===== src/rtl/pipelined_cla_addsub_pkg.sv =====
// Shared constants for the pipelined carry-lookahead adder/subtractor:
// ALU op encodings, the default lookahead group size and a configuration
// legality check used at elaboration time.
package pipelined_cla_addsub_pkg;

  localparam logic OP_ADD = 1'b0;
  localparam logic OP_SUB = 1'b1;

  localparam int BLOCK_DEFAULT = 8;

  // A configuration is usable when the operand splits into whole lookahead
  // groups and those groups split evenly across the pipeline stages.
  function automatic bit cfg_legal(input int width, input int block, input int stages);
    if (block < 1 || stages < 1 || width < block) return 1'b0;
    if ((width % block) != 0) return 1'b0;
    if (((width / block) % stages) != 0) return 1'b0;
    return 1'b1;
  endfunction

endpackage


===== src/rtl/pipelined_cla_addsub_cla_group.sv =====
// One BLOCK-wide carry-lookahead group. Purely combinational: every internal
// carry is a flat two-level sum of products of the bit generates/propagates
// and the group carry-in, and the group generate is the true lookahead
// generate (not a plain OR of the bit generates).
module cla_group #(
  parameter int BLOCK = 8
) (
  input  logic [BLOCK-1:0] a_i,
  input  logic [BLOCK-1:0] b_i,
  input  logic             cin_i,
  output logic [BLOCK-1:0] s_o,
  output logic             p_o,
  output logic             g_o,
  output logic             cout_o
);

  logic [BLOCK-1:0] p;
  logic [BLOCK-1:0] g;
  logic [BLOCK:0]   c;

  // Carry into bit i+1 = g[i] | p[i]g[i-1] | ... | p[i..0]cin, each term
  // built independently so no carry ripples through earlier carries.
  function automatic logic [BLOCK:0] lookahead_carries(input logic [BLOCK-1:0] gi,
                                                       input logic [BLOCK-1:0] pi,
                                                       input logic             ci);
    logic [BLOCK:0] cv;
    logic           gen;
    logic           prop;
    cv[0] = ci;
    for (int i = 0; i < BLOCK; i++) begin
      gen  = 1'b0;
      prop = 1'b1;
      for (int j = i; j >= 0; j--) begin
        gen  = gen | (prop & gi[j]);
        prop = prop & pi[j];
      end
      cv[i+1] = gen | (prop & ci);
    end
    return cv;
  endfunction

  // Group generate/propagate, independent of the carry-in.
  function automatic logic [1:0] group_gp(input logic [BLOCK-1:0] gi,
                                          input logic [BLOCK-1:0] pi);
    logic gen;
    logic prop;
    gen  = 1'b0;
    prop = 1'b1;
    for (int j = BLOCK - 1; j >= 0; j--) begin
      gen  = gen | (prop & gi[j]);
      prop = prop & pi[j];
    end
    return {gen, prop};
  endfunction

  assign p = a_i ^ b_i;
  assign g = a_i & b_i;
  assign c = lookahead_carries(g, p, cin_i);

  assign s_o          = p ^ c[BLOCK-1:0];
  assign {g_o, p_o}   = group_gp(g, p);
  assign cout_o       = g_o | (p_o & cin_i);

endmodule


===== src/rtl/pipelined_cla_addsub.sv =====
// Pipelined carry-lookahead adder/subtractor with valid/ready handshake.
// The operand is cut into NUM_BLK lookahead groups; each of the STAGES
// stages resolves NUM_BLK/STAGES consecutive groups (LSB first) and hands
// its carry-out, the partial sum and the still-unused operand bits to the
// next stage register. Flags are formed in the last stage.
module pipelined_cla_addsub
  import pipelined_cla_addsub_pkg::*;
#(
  parameter int WIDTH  = 32,
  parameter int BLOCK  = BLOCK_DEFAULT,
  parameter int STAGES = 4
) (
  input  logic             clock,
  input  logic             reset,
  input  logic             in_valid,
  output logic             in_ready,
  input  logic [WIDTH-1:0] in_a,
  input  logic [WIDTH-1:0] in_b,
  input  logic             in_sub,
  output logic             out_valid,
  input  logic             out_ready,
  output logic [WIDTH-1:0] out_sum,
  output logic             out_cout,
  output logic             out_ovf,
  output logic             out_zero
);

  localparam int NUM_BLK = WIDTH / BLOCK;
  localparam int GPS     = NUM_BLK / STAGES;
  localparam int SW      = GPS * BLOCK;
  localparam int LAST    = STAGES - 1;
  localparam logic [WIDTH-1:0] ONES = '1;

  if (!cfg_legal(WIDTH, BLOCK, STAGES)) begin : g_cfg_illegal
    $fatal(1, "pipelined_cla_addsub: WIDTH must be a multiple of BLOCK and WIDTH/BLOCK a multiple of STAGES");
  end

  // Stage inputs (what each stage register is about to capture)
  logic [WIDTH-1:0]  st_a   [STAGES];
  logic [WIDTH-1:0]  st_b   [STAGES];
  logic [WIDTH-1:0]  st_sum [STAGES];
  logic [STAGES-1:0] st_cin;
  logic [STAGES-1:0] st_vld;
  logic [STAGES-1:0] st_cout;
  logic [WIDTH-1:0]  sum_d  [STAGES];

  // Stage registers
  logic [STAGES-1:0] vld_q;
  logic [WIDTH-1:0]  a_q    [STAGES];
  logic [WIDTH-1:0]  b_q    [STAGES];
  logic [WIDTH-1:0]  sum_q  [STAGES];
  logic [STAGES-1:0] c_q;
  logic              ovf_q;
  logic              zero_q;

  logic [STAGES-1:0] adv;

  // Group-level nets
  logic [WIDTH-1:0]   grp_sum;
  logic [NUM_BLK-1:0] grp_cin;
  logic [NUM_BLK-1:0] grp_cout;
  logic [NUM_BLK-1:0] grp_p;
  logic [NUM_BLK-1:0] grp_g;
  logic               unused_grp_pg;

  // Group P/G are not needed here: carries between groups of one stage use
  // each group's own lookahead carry-out.
  assign unused_grp_pg = ^{grp_p, grp_g};

  // Stage 0 takes the operands (B inverted, carry-in 1 for subtract);
  // later stages take the skewed state of the stage before them.
  always_comb begin
    st_a[0]   = in_a;
    st_b[0]   = in_b ^ {WIDTH{in_sub == OP_SUB}};
    st_sum[0] = '0;
    st_cin[0] = (in_sub == OP_SUB);
    st_vld[0] = in_valid;
    for (int s = 1; s < STAGES; s++) begin
      st_a[s]   = a_q[s-1];
      st_b[s]   = b_q[s-1];
      st_sum[s] = sum_q[s-1];
      st_cin[s] = c_q[s-1];
      st_vld[s] = vld_q[s-1];
    end
  end

  // A stage may load when it is empty or its content leaves this cycle;
  // the chain runs combinationally back from out_ready so bubbles collapse.
  always_comb begin
    adv       = '0;
    adv[LAST] = !vld_q[LAST] || out_ready;
    for (int s = LAST - 1; s >= 0; s--) begin
      adv[s] = !vld_q[s] || adv[s+1];
    end
  end

  assign in_ready = adv[0];

  for (genvar j = 0; j < NUM_BLK; j++) begin : g_grp
    localparam int S = j / GPS;
    localparam int K = j % GPS;
    if (K == 0) begin : g_first
      assign grp_cin[j] = st_cin[S];
    end else begin : g_chain
      assign grp_cin[j] = grp_cout[j-1];
    end
    cla_group #(.BLOCK(BLOCK)) u_grp (
      .a_i    (st_a[S][j*BLOCK +: BLOCK]),
      .b_i    (st_b[S][j*BLOCK +: BLOCK]),
      .cin_i  (grp_cin[j]),
      .s_o    (grp_sum[j*BLOCK +: BLOCK]),
      .p_o    (grp_p[j]),
      .g_o    (grp_g[j]),
      .cout_o (grp_cout[j])
    );
  end

  for (genvar s = 0; s < STAGES; s++) begin : g_stage
    localparam logic [WIDTH-1:0] MASK = (ONES >> (WIDTH - SW)) << (s * SW);
    assign sum_d[s]   = (st_sum[s] & ~MASK) | (grp_sum & MASK);
    assign st_cout[s] = grp_cout[(s + 1) * GPS - 1];

    if (s != LAST) begin : g_mid
      // ---- stage s -> s+1 boundary ----
      // Operands, partial sum and stage carry advance together.
      always_ff @(posedge clock) begin
        if (adv[s]) begin
          a_q[s]   <= st_a[s];
          b_q[s]   <= st_b[s];
          sum_q[s] <= sum_d[s];
          c_q[s]   <= st_cout[s];
        end
      end
    end else begin : g_last
      logic c_msb;
      logic ovf_d;
      logic zero_d;

      // Carry into the MSB is recovered from its sum bit and propagate.
      assign c_msb  = st_a[s][WIDTH-1] ^ st_b[s][WIDTH-1] ^ sum_d[s][WIDTH-1];
      assign ovf_d  = c_msb ^ st_cout[s];
      assign zero_d = ~|sum_d[s];

      // ---- output register boundary ----
      // Result fields are cleared by reset and hold while stalled.
      always_ff @(posedge clock) begin
        if (!reset) begin
          sum_q[s] <= '0;
          c_q[s]   <= 1'b0;
          ovf_q    <= 1'b0;
          zero_q   <= 1'b0;
        end else if (adv[s]) begin
          sum_q[s] <= sum_d[s];
          c_q[s]   <= st_cout[s];
          ovf_q    <= ovf_d;
          zero_q   <= zero_d;
        end
      end
    end
  end

  // Valid bits: cleared by reset, otherwise follow their upstream on load.
  always_ff @(posedge clock) begin
    if (!reset) begin
      vld_q <= '0;
    end else begin
      for (int s = 0; s < STAGES; s++) begin
        if (adv[s]) vld_q[s] <= st_vld[s];
      end
    end
  end

  assign out_valid = vld_q[LAST];
  assign out_sum   = sum_q[LAST];
  assign out_cout  = c_q[LAST];
  assign out_ovf   = ovf_q;
  assign out_zero  = zero_q;

endmodule


===== config.mk =====
export PLATFORM = sky130hd
export DESIGN_NAME = pipelined_cla_addsub
export DESIGN_NICKNAME = d
export VERILOG_FILES = /design/src/rtl/pipelined_cla_addsub_pkg.sv /design/src/rtl/pipelined_cla_addsub_cla_group.sv /design/src/rtl/pipelined_cla_addsub.sv
export SDC_FILE = /design/constraint.sdc
export NUM_CORES = 1
export LEC_CHECK = 0
export BUFFER_PORTS_ARGS = -buffer_cell sky130_fd_sc_hd__buf_2
export CAP_MARGIN = 5
export CORE_MARGIN = 3
export CORE_UTILIZATION = 28
export DETAILED_ROUTE_END_ITERATION = 10
export PLACE_DENSITY_LB_ADDON = 0.2
export REMOVE_ABC_BUFFERS = 1
export SYNTH_ARGS = -nofsm -noshare
export SYNTH_HDL_FRONTEND = slang
export SYNTH_SLANG_ARGS = --single-unit

===== constraint.sdc =====
create_clock -name clock -period 2.6 [get_ports clock]
set_clock_uncertainty 0.05 [all_clocks]
set_input_delay 0.39 -clock clock [delete_from_list [all_inputs] [get_ports clock]]
set_output_delay 0.39 -clock clock [all_outputs]
set_load 0.05 [all_outputs]

==> results by group <==
Timing
  • Final slew viol count: 0
  • RSZ-0062 raised after global routing: no
  • Final Hold Viols: 0
  • Fin crit share: 89.4%
  • Peak Freq: 430 MHz
  • Slew headroom: 72.5%
  • Tmin final: 2.32 ns
  • Measured slew at the worst slew-check pin: 0.407 ns
  • Total negative setup slack: 0 ns
  • Fin Hold WS: 0.0897 ns
  • # setup viols final: 0

Placement
  • GP Congestion: 0.747
  • Final HPWL DP: 9830 um
  • PortBufs: 105
  • Placed cell count: 895

Flow run
  • Max cap viols: 0

Final layout
  • Most common cell after layout, fill and taps aside: edfxtp_1
  • Ant diodes: 0
  • Final core utilization: 34.7%
  • Fraction of layout cells with a size suffix above 1: 27.5%
  • Syn-to-layout area delta: 21.4%
  • Fillers: 2586
  • Final nets: 683
  • Fin cells: 927
  • Commonest cells after routing, fill and taps aside: 179 x edfxtp_1, 105 x buf_2, 37 x xor2_1

Logic synthesis
  • Unique cell type count in the Yosys netlist: 41
  • Mapped Avg Cell Area: 16.5 um2
  • Async set-reset flop share out of synthesis: 0%
  • Register area share after synthesis: 73.8%
  • #FFs+latches synth: 186
  • Number of flops mapped to enable cells by yosys: 179
  • Top_reg_cell synth: edfxtp_1
  • Synth Warn #: 0
  • Post-Syn Area: 7470 um2
  • Mapped Cells: 453

Floorplanning
  • # rows: 59
  • IO Count: 106
  • Core Region: 26100 um2
  • Die ar.: 28700 um2
  • Initial Util: 28.6%
  • Die Span X: 169 um
  • Die Ht: 169 um

Critical path
  • Worst Setup End Kind: register
  • CP Cell Sequence: fa_1 > nor4_2 > nand4_1 > a2111oi_1 > nand4b_1 > o31ai_2
  • WS Path Type: reg2reg
  • CP Launch Type: register
  • Worst path required time: 2.89 ns
  • Slowest stage delay, CP: 0.54 ns
  • Crit-path slowest cell: fa_1
  • Worst Path Max Fanout: 2
  • Critical path arrival: 2.61 ns

Clock tree
  • Clock buffer depth: 2
  • CTS tree: done
  • Num Clock Sinks: 186
  • Worst skew pair latency: 0.42 ns
  • H-tree depth: 4
  • Root Driver: clkbuf_16
  • Clock slew at reported path FFs: 0.07 ns
  • Clock buffer count from CTS: 17
  • Post CTS Setup Buffer Count: 0

Power
  • Leak Pwr: 0.00369 uW
  • Seq pwr share: 52.6%
  • Clock Power Share: 32.4%
  • VDD IR max: 0.000324 V
  • Sw frac: 26.7%
  • Final Total Pwr: 7630 uW
  • Internal power: 5590 uW
  • NetSw: 2040 uW
  • Combinational share of power: 15.0%
  • PD cells: 842 nW/um2

Routing
  • DR iter-0 viols: 260
  • Final WL: 13300 um
  • Routed len/inst: 14.3 um
  • Antenna Violating Nets Remaining: 0
  • Routed vias/inst: 4.19
  • Via Count: 3884
  • Drt drc: 0
  • 1st-pass router iterations: 4

Global route
  • Gr usage total: 9.77%
  • Largest net degree at the start of global routing: 50
  • Grt ovf: 0
  • First-pass GRT wire length: 21500 um
  • Initial antenna violation count: 1
  • Vias in the first global route: 4188

Worst hold path
  • Hold Crit Class: in2reg

Run status
  • Status: finished clean
## flip-flops by register name, indices dropped and copies added, names as in the netlist
name and cells:
a_q 48, b_q 48, c_q 3, out_cout 1, out_ovf 1, out_zero 1
sum_q 80, vld_q 4
## synthesized netlist by cell type (4+ instances only)
cell type,n,share of area (%)
a21oi_1,14,0.94
nor3_1,8,0.54
o211ai_1,6,0.60
xnor2_1,19,2.2
nor4_1,5,0.42
o21bai_1,5,0.50
nand2_1,18,0.90
dfxtp_1,7,1.9
ha_1,32,5.4
nor2_1,15,0.75
inv_1,16,0.80
nand3_1,6,0.40
and3_1,27,2.3
clkbuf_1,8,0.40
and2_1,4,0.33
o21ai_0,5,0.33
xor2_1,37,4.3
edfxtp_1,179,72
nand2b_1,4,0.33
a21o_1,4,0.40
## cell type report
cell class	instances	area, um2	share of cell area (%)
Sequential cell	186	5520	60.8
Multi-Input combinational cell	239	1850	20.4
Timing Repair Buffer	119	656	7.23
Clock buffer	17	425	4.69
Tap cell	335	419	4.62
Clock inverter	15	145	1.60
Inverter	16	60.1	0.662
## stage by stage
step           cell area (um2)  setup slack, ns
6_report                  9070            0.275
5_1_grt                   9070           0.0525
4_1_cts                   9070            0.180
3_5_place_dp              8490          0.00673
3_3_place_gp              8490          -0.0276
2_1_floorplan             7410           -0.662
## worst paths after layout
path / start / endpoint / slack [ns] / cells after the start
min reg2reg: b_q[0][60] / b_q[0][92] / 0.37 / 0
min: in_a[14] / a_q[0][14] / 0.09 / 1
max reg2reg: b_q[0][88] / out_zero / 0.28 / 6
max: b_q[0][88] / out_zero / 0.28 / 6
## routing by layer
metal / vias up / global-route usage, % / routed length, um
li1: 1949 / - / -
met1: 1853 / 11.2 / 5570
met2: 71 / 17.6 / 7020
met3: 11 / 2.84 / 501
met4: 0 / 3.20 / 171
met5: - / 0 / 0
## worst max-delay path: cells and delay by family, from the launching register on
kind	cells	cell delay [ns]
and+or+nand+nor	3	0.72
adders and majority gates	1	0.54
AOI/OAI and AO/OA	2	0.52
DFF	1	0.43
## repair_timing
| item | 4_1_cts | 5_1_grt |
|---|---|---|
| hold buffers | 0 | 0 |
| setup endpoints to repair | 1 | 0 |
| resized for setup | 1 | 0 |
## cells by family (layout without fill, tap and decap cells)
| kind of cell | Yosys count | count (layout) | share of synthesized area (%) |
|---|---|---|---|
| simple gates | 97 | 97 | 6.92 |
| flops | 186 | 186 | 73.8 |
| buf+inv | 28 | 167 | 1.56 |
| mux | 2 | 2 | 0.268 |
| compound gates | 49 | 49 | 4.69 |
| fa+ha+maj | 35 | 35 | 6.16 |
| xor+xnor | 56 | 56 | 6.57 |
## power groups by stage
| stage | Combinational [uW] | Clock, uW | Sequential [uW] |
|---|---|---|---|
| after global placement | 1150 | 0 | 4070 |
| after floorplan | 492 | 0 | 4380 |
| after CTS | 1160 | 2570 | 4030 |
| after global routing | 1260 | 2690 | 4070 |
| final | 1140 | 2480 | 4010 |
| after detailed placement | 1160 | 0 | 4090 |
Note: power is estimated with default switching activity, not from simulation.
